==> src/rtl/mem_port_arbiter.sv <==
// mem_port_arbiter: shares one byte-wide single-port memory between the
// instruction-fetch (IF) and load/store (DM) requesters. Each word access
// is four big-endian byte beats. The addressed byte carries bits 31:24.
// Round-robin arbitration applies when both requesters ask in the same cycle.
module mem_port_arbiter #(
  parameter int ADDR_WIDTH = 10
) (
  input  logic                  clk,
  input  logic                  rst,
  input  logic                  if_req,
  input  logic [31:0]           if_addr,
  output logic [31:0]           if_rdata,
  output logic                  if_ready,
  input  logic                  dm_req,
  input  logic                  dm_we,
  input  logic [31:0]           dm_addr,
  input  logic [31:0]           dm_wdata,
  output logic [31:0]           dm_rdata,
  output logic                  dm_ready,
  output logic [ADDR_WIDTH-1:0] mem_addr,
  output logic                  mem_we,
  output logic [7:0]            mem_wdata,
  input  logic [7:0]            mem_rdata,
  output logic                  busy
);

  typedef enum logic [1:0] {IDLE, XFER, DONE} state_t;

  localparam logic GRANT_IF = 1'b0;
  localparam logic GRANT_DM = 1'b1;

  state_t                state;
  logic [1:0]            beat;
  logic                  last_grant;
  logic                  grant_q;
  logic                  we_q;
  logic [31:0]           wshift;
  logic [23:0]           assembly;

  logic                  pick;
  logic                  any_req;
  logic [31:0]           addr_sel;
  logic [ADDR_WIDTH-1:0] base_next;
  logic                  we_next;

  // The address bits that the memory cannot reach are dropped on purpose,
  // so addresses alias modulo the memory size. The low two bits are also dropped
  // because accesses are word-aligned.
  logic unused_addr_bits;
  assign unused_addr_bits = ^{if_addr[31:ADDR_WIDTH], if_addr[1:0],
                              dm_addr[31:ADDR_WIDTH], dm_addr[1:0]};

  // This logic chooses the requester to serve. When both ask, the one not
  // served last wins.
  always_comb begin
    pick = GRANT_IF;
    if (if_req && dm_req) pick = ~last_grant;
    else if (dm_req)      pick = GRANT_DM;
    any_req   = if_req | dm_req;
    addr_sel  = (pick == GRANT_DM) ? dm_addr : if_addr;
    base_next = {addr_sel[ADDR_WIDTH-1:2], 2'b00};
    we_next   = (pick == GRANT_DM) ? dm_we : 1'b0;
  end

  // The write strobe is combinational so that an asynchronous reset removes it at once.
  assign mem_we = (state == XFER) && we_q;

  // This block is the access sequencer. It latches the grant, steps through the four
  // byte beats, and then raises a one-cycle ready pulse.
  always_ff @(posedge clk or posedge rst) begin
    if (rst) begin
      state      <= IDLE;
      beat       <= 2'd0;
      last_grant <= GRANT_DM;
      grant_q    <= GRANT_IF;
      we_q       <= 1'b0;
      wshift     <= 32'h0;
      assembly   <= 24'h0;
      if_rdata   <= 32'h0;
      dm_rdata   <= 32'h0;
      if_ready   <= 1'b0;
      dm_ready   <= 1'b0;
      mem_addr   <= '0;
      mem_wdata  <= 8'h0;
      busy       <= 1'b0;
    end else begin
      case (state)
        IDLE: begin
          if (any_req) begin
            state      <= XFER;
            beat       <= 2'd0;
            grant_q    <= pick;
            last_grant <= pick;
            we_q       <= we_next;
            mem_addr   <= base_next;
            mem_wdata  <= we_next ? dm_wdata[31:24] : 8'h0;
            wshift     <= we_next ? {dm_wdata[23:0], 8'h0} : 32'h0;
            busy       <= 1'b1;
          end
        end
        XFER: begin
          if (!we_q) assembly <= {assembly[15:0], mem_rdata};
          if (beat == 2'd3) begin
            state     <= DONE;
            mem_addr  <= '0;
            mem_wdata <= 8'h0;
            if (grant_q == GRANT_DM) begin
              dm_ready <= 1'b1;
              if (!we_q) dm_rdata <= {assembly, mem_rdata};
            end else begin
              if_ready <= 1'b1;
              if_rdata <= {assembly, mem_rdata};
            end
          end else begin
            beat      <= beat + 2'd1;
            mem_addr  <= mem_addr + ADDR_WIDTH'(1);
            mem_wdata <= wshift[31:24];
            wshift    <= {wshift[23:0], 8'h0};
          end
        end
        DONE: begin
          state    <= IDLE;
          beat     <= 2'd0;
          if_ready <= 1'b0;
          dm_ready <= 1'b0;
          busy     <= 1'b0;
        end
        default: begin
          state <= IDLE;
          busy  <= 1'b0;
        end
      endcase
    end
  end

endmodule

==> config.mk <==
export PLATFORM = sky130hd
export DESIGN_NAME = mem_port_arbiter
export DESIGN_NICKNAME = d
export VERILOG_FILES = /design/src/rtl/mem_port_arbiter.sv
export SDC_FILE = /design/constraint.sdc
export NUM_CORES = 1
export LEC_CHECK = 0
export BUFFER_PORTS_ARGS = -buffer_cell sky130_fd_sc_hd__buf_2
export CORE_ASPECT_RATIO = 2
export CORE_MARGIN = 4
export CORE_UTILIZATION = 31
export CTS_CLUSTER_SIZE = 16
export DETAILED_ROUTE_END_ITERATION = 6
export SKIP_CTS_REPAIR_TIMING = 1
export SYNTH_ARGS = -nofsm -noshare
export SYNTH_HDL_FRONTEND = slang
export SYNTH_SLANG_ARGS = --single-unit
==> constraint.sdc <==
create_clock -name clk -period 4.7 [get_ports clk]
set_clock_uncertainty 0.1 [all_clocks]
set_input_delay 0.47 -clock clk [delete_from_list [all_inputs] [get_ports clk]]
set_output_delay 0.47 -clock clk [all_outputs]
set_load 0.005 [all_outputs]
==> run metrics, run 1 <==
Initial Util=31.5%; Filler Cell Count=1925; worst skew pair latency=0.42 ns; critical path arrival=3.23 ns; count of different cell masters after synthesis=51; DR WL/cell=16.8 µm; # diodes=0; Post-synth EDFFs=0; drt pass-1 iters=4; Final period util=63.7%; DR vias=4210; required time of the worst setup path=4.94 ns; Post-synth top flop=dfrtp_1; Routed Antenna Nets=0; routed wire length=14.7 mm; CTS Buf Count=17; CP Buf/Inv Count=1; synthesis-stage register bit count=140; Die W=107 µm; vias in the first global route=4330; DRC violations left=0; Root Buffer Master=clkbuf_16; DP HPWL=10.5 mm; GRT overflow=0; # rows=72; io pins=195; Top delay family on crit path=simple AND/OR/NAND/NOR gates; headroom to the max-slew limit=23.4%; Max Freq=334 MHz; endpoints failing setup=0; PD cells=715 nW/µm²; max-slew violation count=0; CTS tree=done; clk buf depth=2; Leakage=3.68 nW; largest net degree at the start of global routing=105; port buffer count=146; synthesized area per cell=13.0 µm²; CP Capture Type=flop; area post-placement=6950 µm²; layout cell share with drive strength beyond 1=47.7%; CORE AREA=19300 µm²; Worst-path clk slew=0.06 ns; Hold Fails Final Rpt=0; Die H=206 µm; setup tns final=0 ns; net count after synthesis=582; fin area=7520 µm²; hold_ws=0.112 ns; htree depth=4; Least-Margin Pin Slew=1.15 ns; CP Launch Type=flop; GRT Util Overall=13.7%; DR vias/cell=4.80; min cycle time layout=2.99 ns; Worst path max stage delay=0.85 ns; CP cell instances=inv_1, ha_1, nand2b_1, nor2_1, a31oi_1, o22ai_1; First DRT Iteration DRCs=201; Max-cap violations=0; crit path kind=reg -> reg; RSZ-0062 raised after global routing=no; Crit-path slowest cell=nor2_1; clk sink count=140; run status=finished, final reports clean; Peak VDD IR=326 µV; Area Overhead vs Synth=23.7%; first-pass GRT wire length=23.2 mm; r2r startpoint=state[1]$_DFFE_PP0P_; GP Congestion=0.758; initial antenna violation count=0; worst min-delay path category=in -> async; synthesized area=6070 µm²; Die ar.=22000 µm²; Post-Synthesis Cells=467; nets=720; Seq/Total Area, Yosys=57.7%; Ys Warns=0; CP Launch Point=state[1]$_DFFE_PP0P_; Synth async-reset ratio=100%; crit path max fanout=17
[layer usage]
metal,GRT usage [%],vias up,share of wire [%]
li1,-,1956,-
met1,15.2,2078,40
met2,24.6,157,52
met3,4.03,19,6.2
met4,5.08,0,1.8
met5,0,-,0
[flip-flops by register name, summed over array words and instances (netlist names)]
signal / cells
state: 2
mem_addr: 10
we_q: 1
grant_q: 1
last_grant: 1
dm_rdata: 32
if_ready: 1
assembly: 24
wshift: 24
busy: 1
if_rdata: 32
beat: 2
mem_wdata: 8
dm_ready: 1
[through the flow]
step | instances | power [mW] | util (%) | setup WS, ns
2_1_floorplan | 467 | 3.44 | - | 0.379
3_3_place_gp | 845 | 4.04 | 36.0 | 1.74
3_5_place_dp | 845 | 4.14 | 36.0 | 1.71
4_1_cts | 877 | 5.45 | 39.0 | 1.70
5_1_grt | 877 | 5.76 | 39.0 | 1.46
6_report | 877 | 5.37 | 39.0 | 1.71
[power breakdown]
part | total [mW] | internal, mW | switching [mW]
Combinational | 1.96 | 0.964 | 1.00
Clock | 1.29 | 0.759 | 0.535
Sequential | 2.12 | 1.76 | 0.358
Total | 5.37 | 3.48 | 1.89
[worst reg2reg max path: cells and delay by family (launching register included)]
family	cells	cell delay (ns)
compound gates	2	0.33
fa+ha+maj	1	0.69
buf+inv	1	0.09
flops	1	0.41
simple gates	2	1.29
[synth_stat cells (3+ instances only)]
| cell type | instances | area share, % |
|---|---|---|
| mux2_2 | 87 | 16 |
| ha_1 | 6 | 1.2 |
| nor2_1 | 40 | 2.5 |
| mux2i_1 | 12 | 2.0 |
| nand2_1 | 34 | 2.1 |
| dfrtp_1 | 139 | 57 |
| clkbuf_1 | 5 | 0.31 |
| o22ai_1 | 3 | 0.31 |
| a22oi_1 | 8 | 0.99 |
| buf_4 | 4 | 0.49 |
| a31oi_1 | 3 | 0.31 |
| nor3_1 | 3 | 0.25 |
| nand2b_1 | 4 | 0.41 |
| buf_2 | 12 | 0.99 |
| nand3_1 | 11 | 0.91 |
| inv_1 | 6 | 0.37 |
| buf_6 | 11 | 2.0 |
| a221oi_2 | 15 | 3.7 |
| nand4_1 | 3 | 0.31 |
| a21oi_1 | 9 | 0.74 |
| o21ai_1 | 8 | 0.66 |
| o21ai_0 | 9 | 0.74 |
[cell families (layout without fill, tap and decap cells)]
| group | count (synthesis) | after routing | synth area share [%] |
|---|---|---|---|
| compound gates | 68 | 68 | 9.35 |
| fa+ha+maj | 6 | 6 | 1.24 |
| buf+inv | 38 | 189 | 4.20 |
| flops | 140 | 140 | 57.7 |
| mux | 101 | 101 | 18.5 |
| simple gates | 114 | 114 | 9.04 |
[worst paths after layout]
path / end / slack, ns / cells past startpoint
worst max-delay path: mem_addr[5]$_DFFE_PP0P_ / 1.71 / 6
worst min-delay path: dm_rdata[0]$_DFFE_PP0P_ / 0.11 / 2
worst max register to register: mem_addr[5]$_DFFE_PP0P_ / 1.71 / 6
worst min register to register: we_q$_DFFE_PP0P_ / 0.37 / 2
max in group asynchronous: if_rdata[2]$_DFFE_PP0P_ / 3.27 / 3
min in group clk: wshift[9]$_DFFE_PP0P_ / 0.16 / 3
[area by class of cell]
cell class	instances	area, µm²	area share, %
Clock inverter	12	114	1.51
Inverter	6	27.5	0.366
Sequential cell	140	3500	46.6
Multi-Input combinational cell	289	2320	30.9
Timing Repair Buffer	151	768	10.2
Tap cell	259	324	4.31
Clock buffer	20	457	6.08
[cells in the final DEF (no fill, tap or decap), types with 2 or more instances in the layout]
master      count
a21oi_1         9
mux2_2         87
nor2_1         40
clkbuf_8        2
clkbuf_16      17
and2_1          2
clkinv_2        2
mux2i_1        12
nor3_1          3
a2bb2oi_1       2
clkinvlp_4      4
a221oi_2       15
o21ai_0         9
nor2b_1         2
ha_1            6
o22ai_1         3
a31oi_1         3
nand2b_1        3
inv_6           3
clkinv_4        3
nand2_1        34
o21ai_1         8
dfrtp_1       139
nand3_1        11
o221ai_1        2
mux2_1          2
buf_4           5
o32a_1          2
nand4_1         3
inv_1           5
a22oi_1         8
buf_2         146
Note: power is estimated with default switching activity, not from simulation.
==> run 2, diff against run 1 <==
Clock period 4.7 ns to 2.73 ns, I/O delays scaled along.
==> run metrics, run 2 (synthesis gave the netlist of run 1 again) <==
run status=finished, violations left; failing checks=negative hold slack; CP cell instances=inv_1, ha_1, nor3b_4, nor2_1, mux2_2; Max Freq=430 MHz (+29%); DRC violations left=0 (unchanged); DR vias/cell=4.69 (-2.2%); Worst-path clk slew=0.06 ns (about the same); Die ar.=22000 µm² (unchanged); DR vias=4205 (-0.12%); first-pass GRT wire length=23.1 mm (-0.33%); commonest non-fill, non-tap cell in the layout=buf_2; max-slew violation count=0 (unchanged); layout cell share with drive strength beyond 1=47.5% (-0.25 points); clk sink count=140 (unchanged); CTS tree=done; # rows=72 (unchanged); min cycle time layout=2.33 ns (-0.664 ns); pre-CTS worst setup slack=0.406 ns (-1.31 ns); GP Congestion=0.785 (+3.5%); Leakage=3.76 nW (+2.4%); hold_ws=-0.0168 ns (-0.129 ns); worst min-delay path category=in -> reg; CP Launch Type=flop; vias in the first global route=4413 (+1.9%); Die W=107 µm (unchanged); CP Buf/Inv Count=1 (unchanged); most frequent cells in the layout=146 x buf_2, 139 x dfrtp_1, 87 x mux2_2; final design utilization=39.9% (+0.96 points); Worst path max stage delay=0.49 ns (-0.36 ns); clk buf depth=2 (unchanged); DP HPWL=10.6 mm (+1.4%); worst skew pair latency=0.41 ns (about the same); setup tns final=0 ns (unchanged); DR WL/cell=16.1 µm (-4.3%); First DRT Iteration DRCs=119 (-41%); drt pass-1 iters=4 (unchanged); initial antenna violation count=1 (+1); Final period util=85.3% (+22 points); port buffer count=146 (unchanged); CORE AREA=19300 µm² (unchanged); PD cells=1210 nW/µm² (+69%); io pins=195 (unchanged); CP Capture Type=flop; Peak VDD IR=424 µV (+30%); RSZ-0062 raised after global routing=no; CTS Buf Count=17 (unchanged); Crit-path slowest cell=nor3b_4; headroom to the max-slew limit=39.5% (+16 points); required time of the worst setup path=2.92 ns (-2.02 ns); GRT overflow=0 (unchanged); endpoints failing setup=0 (unchanged); nets=738 (+2.5%); crit path kind=reg -> reg; post-route setup slack=0.402 ns (-1.31 ns); Initial Util=31.5% (unchanged); Hold Fails Final Rpt=5 (+5); Die H=206 µm (unchanged); worst-case reg-to-reg path depth=5 (-1); Area Overhead vs Synth=26.8%; crit path max fanout=12 (-5); htree depth=4 (unchanged); Max-cap violations=0 (unchanged); stages on the worst setup path=5 (-1); Top delay family on crit path=simple AND/OR/NAND/NOR gates; critical path arrival=2.52 ns (-0.71 ns); GRT Util Overall=13.5% (-0.19 points); Root Buffer Master=clkbuf_16; largest net degree at the start of global routing=44 (-58%); hold path depth=3; routed wire length=14.4 mm (-2.2%); Least-Margin Pin Slew=0.904 ns (-0.245 ns); Routed Antenna Nets=0 (unchanged); biggest regs=dm_rdata (32), if_rdata (32)
[run 2: path summary, 6_finish.rpt]
kind	from	to	slack, ns
min reg2reg	we_q$_DFFE_PP0P_	we_q$_DFFE_PP0P_	0.38
min in group asynchronous	rst	if_rdata[0]$_DFFE_PP0P_	0.48
min	dm_wdata[4]	wshift[12]$_DFFE_PP0P_	-0.02
max	state[1]$_DFFE_PP0P_	mem_addr[0]$_DFFE_PP0P_	0.40
max reg2reg	state[1]$_DFFE_PP0P_	mem_addr[0]$_DFFE_PP0P_	0.40
max in group asynchronous	rst	last_grant$_DFFE_PP1P_	1.29
[run 2: final cells by class]
class | count | area, µm²
inverter | 6 | 26.3
clock inverter | 13 | 143
antenna | 1 | 2.50
timing repair buffer | 169 | 951
clock buffer | 19 | 433
fill | 1894 | 11600
sequential | 140 | 3500
multi-input combinational | 289 | 2320
tap | 259 | 324
[run 2: layer usage]
metal	wire, µm	share of wire (%)	global-route usage (%)
met4	234	1.6	5.62
met1	5630	39	15.4
met5	0	0	0
met3	921	6.4	3.78
met2	7610	53	23.7
[run 2: tightest hold or removal path, stage by stage]
cell and delay, ns:
buf_2 0.08, nand3_1 0.05, nand2_1 0.06
[run 2: report_power, final]
| group | switching (mW) | leakage, nW | internal (mW) |
|---|---|---|---|
| sequential | 0.612 | 1.75 | 3.03 |
| clock | 0.889 | 0.271 | 1.35 |
| combinational | 1.70 | 1.74 | 1.71 |
[run 2: per-stage QoR]
| step | total power [mW] | instances | area [µm²] |
|---|---|---|---|
| floorplan | 5.92 | 467 | 6080 |
| finish | 9.29 | 896 | 7700 |
| detailed placement | 7.17 | 854 | 7030 |
| CTS | 9.45 | 886 | 7610 |
| global placement | 7.00 | 854 | 7030 |
| global route | 10.0 | 896 | 7700 |
